[src/rtl/ram_writer.sv]
// Sequential capture buffer: stores DATA_DEPTH streamed words at addresses 0..DEPTH-1 with an async read port.
// Optional sticky overflow flag is built only when RAM_WRITER_OVERFLOW_EN is defined.
module ram_writer #(
  parameter  int DATA_WIDTH = 16,
  parameter  int DATA_DEPTH = 16,
  localparam int ADDR_WIDTH = $clog2(DATA_DEPTH)
) (
  input  logic                  clk,
  input  logic                  rst_n,
  input  logic                  start,
  input  logic                  in_valid,
  input  logic [DATA_WIDTH-1:0] in_data,
  output logic                  in_ready,
  input  logic [ADDR_WIDTH-1:0] rd_addr,
  output logic [DATA_WIDTH-1:0] rd_data,
  output logic                  busy,
  output logic                  done,
  output logic [ADDR_WIDTH-1:0] wr_count,
  output logic                  overflow
);

  localparam logic [ADDR_WIDTH-1:0] LAST      = ADDR_WIDTH'(DATA_DEPTH - 1);
  localparam logic [ADDR_WIDTH:0]   DEPTH_EXT = (ADDR_WIDTH + 1)'(DATA_DEPTH);

  typedef enum logic {IDLE, WRITE} state_t;

  state_t                state_q, state_d;
  logic                  accept;
  logic                  last_word;
  logic [DATA_WIDTH-1:0] mem [DATA_DEPTH];

  assign in_ready  = (state_q == WRITE);
  assign busy      = (state_q == WRITE);
  assign accept    = in_valid && in_ready;
  assign last_word = (wr_count == LAST);
  assign done      = accept && last_word;

  always_comb begin
    state_d = state_q;
    case (state_q)
      IDLE:    if (start) state_d = WRITE;
      WRITE:   if (done)  state_d = IDLE;
      default: state_d = IDLE;
    endcase
  end

  always_ff @(posedge clk or negedge rst_n) begin
    if (!rst_n) begin
      state_q  <= IDLE;
      wr_count <= '0;
    end else begin
      state_q <= state_d;
      if (state_q == IDLE && start)
        wr_count <= '0;
      else if (accept)
        wr_count <= last_word ? '0 : wr_count + 1'b1;
    end
  end

  // Storage is deliberately unreset so captured data survives a reset.
  always_ff @(posedge clk) begin
    if (accept) mem[wr_count] <= in_data;
  end

  // Guard keeps out-of-range addresses from indexing past the array on non-power-of-2 depths.
  always_comb begin
    rd_data = '0;
    if ({1'b0, rd_addr} < DEPTH_EXT) rd_data = mem[rd_addr];
  end

`ifdef RAM_WRITER_OVERFLOW_EN
  logic overflow_q;

  // Start clears ahead of a same-cycle set.
  always_ff @(posedge clk or negedge rst_n) begin
    if (!rst_n)
      overflow_q <= 1'b0;
    else if (state_q == IDLE && start)
      overflow_q <= 1'b0;
    else if (state_q == IDLE && in_valid)
      overflow_q <= 1'b1;
  end

  assign overflow = overflow_q;
`else
  assign overflow = 1'b0;
`endif

endmodule

[config.mk]
export PLATFORM = sky130hd
export DESIGN_NAME = ram_writer
export DESIGN_NICKNAME = d
export VERILOG_FILES = /design/src/rtl/ram_writer.sv
export SDC_FILE = /design/constraint.sdc
export NUM_CORES = 1
export LEC_CHECK = 0
export BUFFER_PORTS_ARGS = -buffer_cell sky130_fd_sc_hd__buf_2
export CAP_MARGIN = 20
export CORE_MARGIN = 2
export CORE_UTILIZATION = 55
export CTS_CLUSTER_DIAMETER = 100
export DETAILED_ROUTE_END_ITERATION = 12
export HOLD_SLACK_MARGIN = 0.1
export PLACE_DENSITY = 0.85
export SLEW_MARGIN = 5
export SYNTH_ARGS = -nofsm -noshare
export SYNTH_HDL_FRONTEND = slang
export SYNTH_SLANG_ARGS = --single-unit
[constraint.sdc]
create_clock -name clk -period 1.8 [get_ports clk]
set_input_delay 0.09 -clock clk [delete_from_list [all_inputs] [get_ports clk]]
set_output_delay 0.09 -clock clk [all_outputs]
set_load 0.005 [all_outputs]
==> flow_summary_export.csv, run 1 <==
group,metric,value,unit
outcome,status,"finished, violations left",
outcome,failed_checks,"negative setup slack",
power_and_ir_drop,p_leak,4.002,nW
setup_path,r2r_slack,0.16,ns
clock_network,htreeDepth,1,
layout,num_antenna_cells,0,
placed_design,dp_cells,722,
floorplan,die-area,19400,um2
route,first_pass_iters,5,
timing,tightest_slew,1.009,ns
global_route,antenna_found_initial,1,
setup_path,cpMaxStageDelayCell,"mux4_2",
timing,fin_skew,0.006788,ns
floorplan,core_area,17960,um2
setup_path,crit_arrival,1.85,ns
hold_path,hold_path_class,"in2reg",
clock_network,cts.sinks,261,
setup_path,path_cells,"mux4_2 > a22oi_2 > nand2_1 > buf_2",
setup_path,r2r-start,"busy",
logic_synthesis,netlist_area,10070,um2
global_route,grt_use_total,22.44,%
timing,hold_viol_final,0,
layout,area_growth,19.61,%
clock_network,clkTransAtPathRegs,0.06,ns
floorplan,rows,49,
timing,fin_crit_sh,107.7,%
setup_path,cp_slowest_stage_delay,0.49,ns
setup_path,crit_path_end_kind,"output pin",
logic_synthesis,synthArstFlopShare,1.916,%
logic_synthesis,ys_seq_area_share,77.61,%
global_route,grt_pass1_wl,31770,um
setup_path,cp-endpoint,"rd_data[13]",
layout,fin_cells,790,
floorplan,die_h,139.3,um
route,route.detailed.drc,0,
setup_path,critPathRequiredTime,1.71,ns
timing,final.setup.worst_slack,-0.1377,ns
setup_path,startpoint,"mem[10][13]",
timing,fmax,0.5161,GHz
global_route,grt_pass1_vias,5165,
clock_network,clockRootBuffer,"clkbuf_16",
layout,final_nets,572,
timing,rsz0062_at_grt,"true",
power_and_ir_drop,power_density,1177,nW/um2
route,wl_per_cell,27.21,um
logic_synthesis,synth.net_count,476,
route,vias,4948,
setup_path,cp_max_fo,1,
setup_path,reg2reg_depth,4,
timing,min_period,1.938,ns
logic_synthesis,ys_ff_latch,261,
layout,drive_gt1_share,34.40,%
clock_network,insertion_delay,0.52,ns
placed_design,dp_worst_setup_slack,0.1761,ns
logic_synthesis,yosys_warnings,0,
setup_path,r2r-end,"mem[4][15]",
setup_path,startpoint_type,"register",
logic_synthesis,synth_cell_types,27,
setup_path,path_class,"reg2out",
placed_design,post-dp-hpwl,11400,um
route,antenna_left,0,
logic_synthesis,avgSynthCellArea,22.52,um2
clock_network,clockBufferDepth,3,
route,routed_wl,21490,um
placed_design,gp_congestion,0.7168,
timing,slew_viol_final,0,
timing,setup_violations,16,
floorplan,ioPinCount,48,
clock_network,cts-buffers-inserted,25,
placed_design,portBuffers,46,
logic_synthesis,synth_edf_count,256,
global_route,grt_max_degree,37,
logic_synthesis,syn_inst,447,
floorplan,die_w,139.3,um
job,drv_cap,0,
clock_network,cts_tree,"done",
power_and_ir_drop,vdd_drop_max,708.7,uV
timing,slew_headroom,32.75,%
route,viasPerCell,6.263,
logic_synthesis,synth_ff_type,"edfxtp_1",
floorplan,start_util,56.04,%
global_route,grt_overflow,0,
route,drt_iter0_drc,637,
[critical path: cells and delay by family (launching register included)]
| family | cells | cell delay (ns) |
|---|---|---|
| AOI/OAI and AO/OA | 1 | 0.18 |
| buffers and inverters | 1 | 0.15 |
| DFF | 1 | 0.38 |
| muxes | 1 | 0.49 |
| and+or+nand+nor | 1 | 0.13 |
[power breakdown]
group | total [W] | internal, W | switching, W | leakage, nW
combinational | 0.00139 | 0.000612 | 0.000782 | 1.20
sequential | 0.00723 | 0.00710 | 0.000132 | 2.37
clock | 0.00555 | 0.00341 | 0.00214 | 0.431
[synthesized netlist by cell type (4+ instances only)]
master | n | area share (%)
nand2_1 | 19 | 0.71
mux4_2 | 54 | 12
clkbuf_1 | 15 | 0.56
buf_4 | 5 | 0.37
dfrtp_1 | 5 | 1.2
ha_1 | 5 | 0.62
a22oi_1 | 32 | 2.4
mux4_1 | 10 | 2.6
buf_6 | 4 | 0.45
edfxtp_1 | 256 | 76
nor2_1 | 4 | 0.15
and2_1 | 17 | 1.1
[per-stage QoR]
step	setup TNS [ns]	util [%]	instance area (um2)	power (W)	hold slack [ns]
3_3_place_gp	0	60.63	10890	0.008553	-0.09737
2_1_floorplan	0	-	10070	0.008001	-0.2056
4_1_cts	-1.940	66.96	12030	0.01426	0.3996
5_1_grt	-2.307	67.03	12040	0.01457	0.4154
3_5_place_dp	0	60.63	10890	0.008661	-0.09410
6_report	-1.396	67.03	12040	0.01417	0.4179
[layout by cell type, fill, tap and decap left out, drive strengths merged, types with 2 or more instances in the layout]
| cell | netlist | routed |
|---|---|---|
| edfxtp | 256 | 256 |
| buf | 10 | 74 |
| mux4 | 64 | 64 |
| a22oi | 32 | 32 |
| clkbuf | 15 | 28 |
| dlygate4sd3 | 0 | 20 |
| nand2 | 19 | 19 |
| and2 | 17 | 17 |
| clkinv | 0 | 9 |
| bufinv | 0 | 6 |
| ha | 5 | 5 |
| dfrtp | 5 | 5 |
| nor2 | 4 | 4 |
| inv | 2 | 4 |
| nor2b | 2 | 2 |
| nor3b | 2 | 2 |
| nor3 | 2 | 2 |
| a21oi | 2 | 2 |
| a21o | 2 | 2 |
[layer usage]
| layer | track usage (%) | part of all wire (%) | vias to the layer above |
|---|---|---|---|
| li1 | - | - | 2075 |
| met1 | 31.64 | 38 | 2562 |
| met2 | 38.11 | 51 | 274 |
| met3 | 3.476 | 8.7 | 37 |
| met4 | 4.678 | 2.0 | 0 |
| met5 | 0 | 0 | - |
[flip-flops by register name (all words and copies together) (netlist names)]
name / flops
busy: 1
wr_count: 4
mem: 256
[final cells by class]
type | count | area [um2]
Clock buffer | 28 | 636.9
Clock inverter | 17 | 237.7
Fill cell | 1070 | 5923
Inverter | 2 | 7.507
Multi-Input combinational cell | 159 | 2148
Sequential cell | 261 | 7818
Tap cell | 229 | 286.5
Timing Repair Buffer | 94 | 905.9
[how the worst min path moves through the flow]
stage | from | to | cells past startpoint
4_1_cts | start | busy | 4
5_1_grt | start | busy | 4
2_1_floorplan | rst_n | busy | 0
3_5_place_dp | rst_n | wr_count[1] | 1
3_3_place_gp | rst_n | wr_count[1] | 1
6_report | start | busy | 4
[cell families (layout without fill, tap and decap cells)]
kind of cell / after synthesis / after routing / synth area share, %
adder cells (fa/ha/maj): 5 / 5 / 0.6215
AO/OA/AOI/OAI: 41 / 41 / 3.095
AND/OR/NAND/NOR: 47 / 47 / 2.337
multiplexers: 65 / 65 / 14.79
flip-flops: 261 / 261 / 77.61
buffers and inverters: 27 / 141 / 1.504
other: 1 / 1 / 0.03725
[repair_timing]
item / in CTS / in global routing
resized for setup: 23 / 4
hold buffers: 20 / 0
pin swaps: 19 / 2
gates cloned: 0 / 0
setup buffers: 3 / 0
setup endpoints to repair: 17 / 16
hold endpoints to repair: 266 / 0
No activity file was read; power rests on OpenSTA's default activity.
==> run 2: changes to the inputs <==
--- a/config.mk
+++ b/config.mk
@@ -5,6 +5,7 @@
 export SDC_FILE = /design/constraint.sdc
 export NUM_CORES = 1
 export LEC_CHECK = 0
+export ABC_AREA = 1
 export BUFFER_PORTS_ARGS = -buffer_cell sky130_fd_sc_hd__buf_2
 export CAP_MARGIN = 20
 export CORE_MARGIN = 2
@@ -12,7 +13,9 @@
 export CTS_CLUSTER_DIAMETER = 100
 export DETAILED_ROUTE_END_ITERATION = 12
 export HOLD_SLACK_MARGIN = 0.1
+export MAX_ROUTING_LAYER = met4
 export PLACE_DENSITY = 0.85
+export SKIP_LAST_GASP = 1
 export SLEW_MARGIN = 5
 export SYNTH_ARGS = -nofsm -noshare
 export SYNTH_HDL_FRONTEND = slang
==> run 2 against run 1 <==
The run now ends clean; sequential power up 1%; via count up 63%; maximum frequency up 11%; synthesized area up 13%; global-route usage up 4.0 points; critical path type unchanged; final cell count up 85%; combinational power up 31%; power up 1.4%; register-to-register slack worse by 0.05 ns; sequential share of layout area down 5.5 points; worst setup slack better by 0.20 ns; hold slack better by 0.076 ns.
==> flow_summary_export.csv, run 2 <==
group,metric,value,unit
hold_path,hold_depth,2,
logic_synthesis,yosys.area.top_type,"edfxtp_1",
setup_path,r2r-start,"busy",
setup_path,crit_path_end_kind,"output pin",
clock_network,clockBufferDepth,3,
hold_path,hold_path_class,"in2reg",
layout,postLayoutCellArea,13160,um2
floorplan,die-area,21820,um2
logic_synthesis,synth_ff_type,"edfxtp_1",
logic_synthesis,synthArstFlopShare,1.916,%
route,drt_iter0_drc,922,
logic_synthesis,syn_inst,1095,
timing,hold_viol_final,0,
job,drv_cap,0,
logic_synthesis,synth_top_area_share,67.66,%
layout,post-route-util,65.02,%
logic_synthesis,ys_ff_latch,261,
clock_network,clkTransAtPathRegs,0.06,ns
layout,area_growth,15.79,%
layout,fill_cells,1392,
timing,tightest_slew,0.5983,ns
timing,fin_skew,0.009999,ns
timing,fmax,0.5748,GHz
logic_synthesis,avgSynthCellArea,10.38,um2
layout,layout_common_cells,"349 x nand2_1, 256 x edfxtp_1, 202 x inv_1",
placed_design,gp_congestion,0.7944,
setup_path,reg2reg_depth,5,
timing,setup_tns,0,ns
route,viasPerCell,5.516,
route,route.detailed.drc,0,
power_and_ir_drop,p_leak,5.680,nW
layout,final_common_cell,"nand2_1",
setup_path,startpoint_type,"register",
clock_network,cts.sinks,261,
power_and_ir_drop,vdd_drop_max,947.4,uV
floorplan,start_util,56.15,%
setup_path,cp_slowest_stage_delay,0.39,ns
route,vias,8048,
floorplan,die_w,147.7,um
timing,min_period,1.740,ns
logic_synthesis,ys_seq_area_share,68.76,%
setup_path,critPathRequiredTime,1.71,ns
placed_design,postPlaceCellArea,12120,um2
clock_network,clockRootBuffer,"clkbuf_16",
logic_synthesis,synth_edf_count,256,
logic_synthesis,yosys_warnings,0,
clock_network,cts_tree,"done",
setup_path,path_cells,"inv_1 > nand2_1 > nand3_2 > nand3_1 > nand3_1 > nand2_1 > buf_2",
layout,largest_reg_flops,256,
floorplan,ioPinCount,48,
power_and_ir_drop,power,0.01437,W
global_route,grt_pass1_vias,8158,
setup_path,startpoint,"mem[9][11]",
floorplan,rows,52,
placed_design,portBuffers,46,
global_route,antenna_found_initial,2,
timing,slew_headroom,60.11,%
logic_synthesis,netlist_top_cells_area,"edfxtp_1 68%, nand2_1 12%, nand3_1 8.5%",
layout,drive_gt1_share,11.46,%
setup_path,cpMaxStageDelayCell,"edfxtp_1",
layout,top_register,"mem",
setup_path,crit_arrival,1.65,ns
global_route,grt_use_met3,4.012,%
timing,rsz0062_at_grt,"false",
route,routed_wl,27620,um
global_route,grt_pass1_wl,43040,um
route,first_pass_iters,5,
logic_synthesis,synth.net_count,1124,
setup_path,r2r-end,"mem[8][2]",
placed_design,post-dp-hpwl,15330,um
hold_path,hold_path_end,"mem[11][0]",
setup_path,r2r_slack,0.11,ns
timing,setup_violations,0,
timing,slew_viol_final,0,
clock_network,htreeDepth,1,
logic_synthesis,netlist_area,11360,um2
logic_synthesis,synth_cell_types,17,
logic_synthesis,ys_top_cells_by_count,"351 x nand2_1, 256 x edfxtp_1, 202 x inv_1",
route,wl_per_cell,18.93,um
timing,holdWs,0.4939,ns
power_and_ir_drop,power_density,1092,nW/um2
setup_path,path_class,"reg2out",
global_route,grt_max_degree,129,
global_route,grt-busiest-layer,"met2",
timing,fin_crit_sh,96.65,%
clock_network,cts_setup_buffers,0,
floorplan,die_h,147.7,um
floorplan,core_area,20230,um2
setup_path,cp_max_fo,1,
route,antenna_left,0,
hold_path,worstHoldStart,"in_data[0]",
global_route,grt_use_total,26.49,%
global_route,use_met1,32.24,%
layout,final_nets,1198,
global_route,use_met2,44.74,%
outcome,status,"completed",
logic_synthesis,yosysMostFrequentCell,"nand2_1",
global_route,grt_overflow,0,
clock_network,insertion_delay,0.53,ns
clock_network,cts-buffers-inserted,26,
-- run 2: power breakdown --
group / total (W) / switching (W) / internal (W)
clock: 0.00523 / 0.00224 / 0.00299
sequential: 0.00733 / 0.000145 / 0.00718
combinational: 0.00182 / 0.00125 / 0.000569
total: 0.0144 / 0.00363 / 0.0107
-- run 2: logic make-up after synthesis --
logic type	after synthesis	synth area share, %
fa+ha+maj	5	0.5506
other cells	1	0.03300
simple gates	563	20.75
buf+inv	257	9.558
flops	261	68.76
compound gates	8	0.3523
-- run 2: final cells by class --
class | instances | area (um2) | area share [%]
sequential | 261 | 7814 | 59.39
multi-input combinational | 577 | 2514 | 19.11
timing repair buffer | 99 | 908.4 | 6.904
inverter | 204 | 767.0 | 5.830
clock buffer | 29 | 683.2 | 5.193
tap | 270 | 337.8 | 2.568
clock inverter | 17 | 127.6 | 0.9700
antenna | 2 | 5.005 | 0.03804
-- run 2: what timing repair did --
action / 4_1_cts / 5_1_grt
hold buffers: 21 / 0
endpoints found under the setup margin: 1 / 13
resized for setup: 1 / 3
endpoints found under the hold margin: 263 / 0
-- run 2: per-stage QoR --
step                std cells  setup slack [ns]
floorplan                1095          -0.08341
global placement         1390            0.2862
detailed placement       1390            0.1922
CTS                      1457           0.03983
global route             1459          0.004761
finish                   1459           0.06029
-- run 2: critical path, delay by kind of cell, from the launching register on --
kind                   cells  cell delay (ns)
and+or+nand+nor            5             0.52
buffers and inverters      2             0.21
DFF                        1             0.39
-- run 2: worst max-delay path by stage --
| stage | to | slack (ns) | cells past startpoint |
|---|---|---|---|
| after floorplan | mem[10][0] | -0.08 | 4 |
| after global placement | mem[0][11] | 0.29 | 5 |
| after detailed placement | mem[8][10] | 0.19 | 5 |
| after CTS | rd_data[11] | 0.04 | 7 |
| after global routing | rd_data[11] | 0.005 | 7 |
| final | rd_data[11] | 0.06 | 7 |
-- run 2: metal layers --
layer | vias up | wire [um]
met2 | 483 | 14000
met1 | 3788 | 9981
met4 | 0 | 1126
met3 | 100 | 2513
li1 | 3677 | -
met5 | - | 0
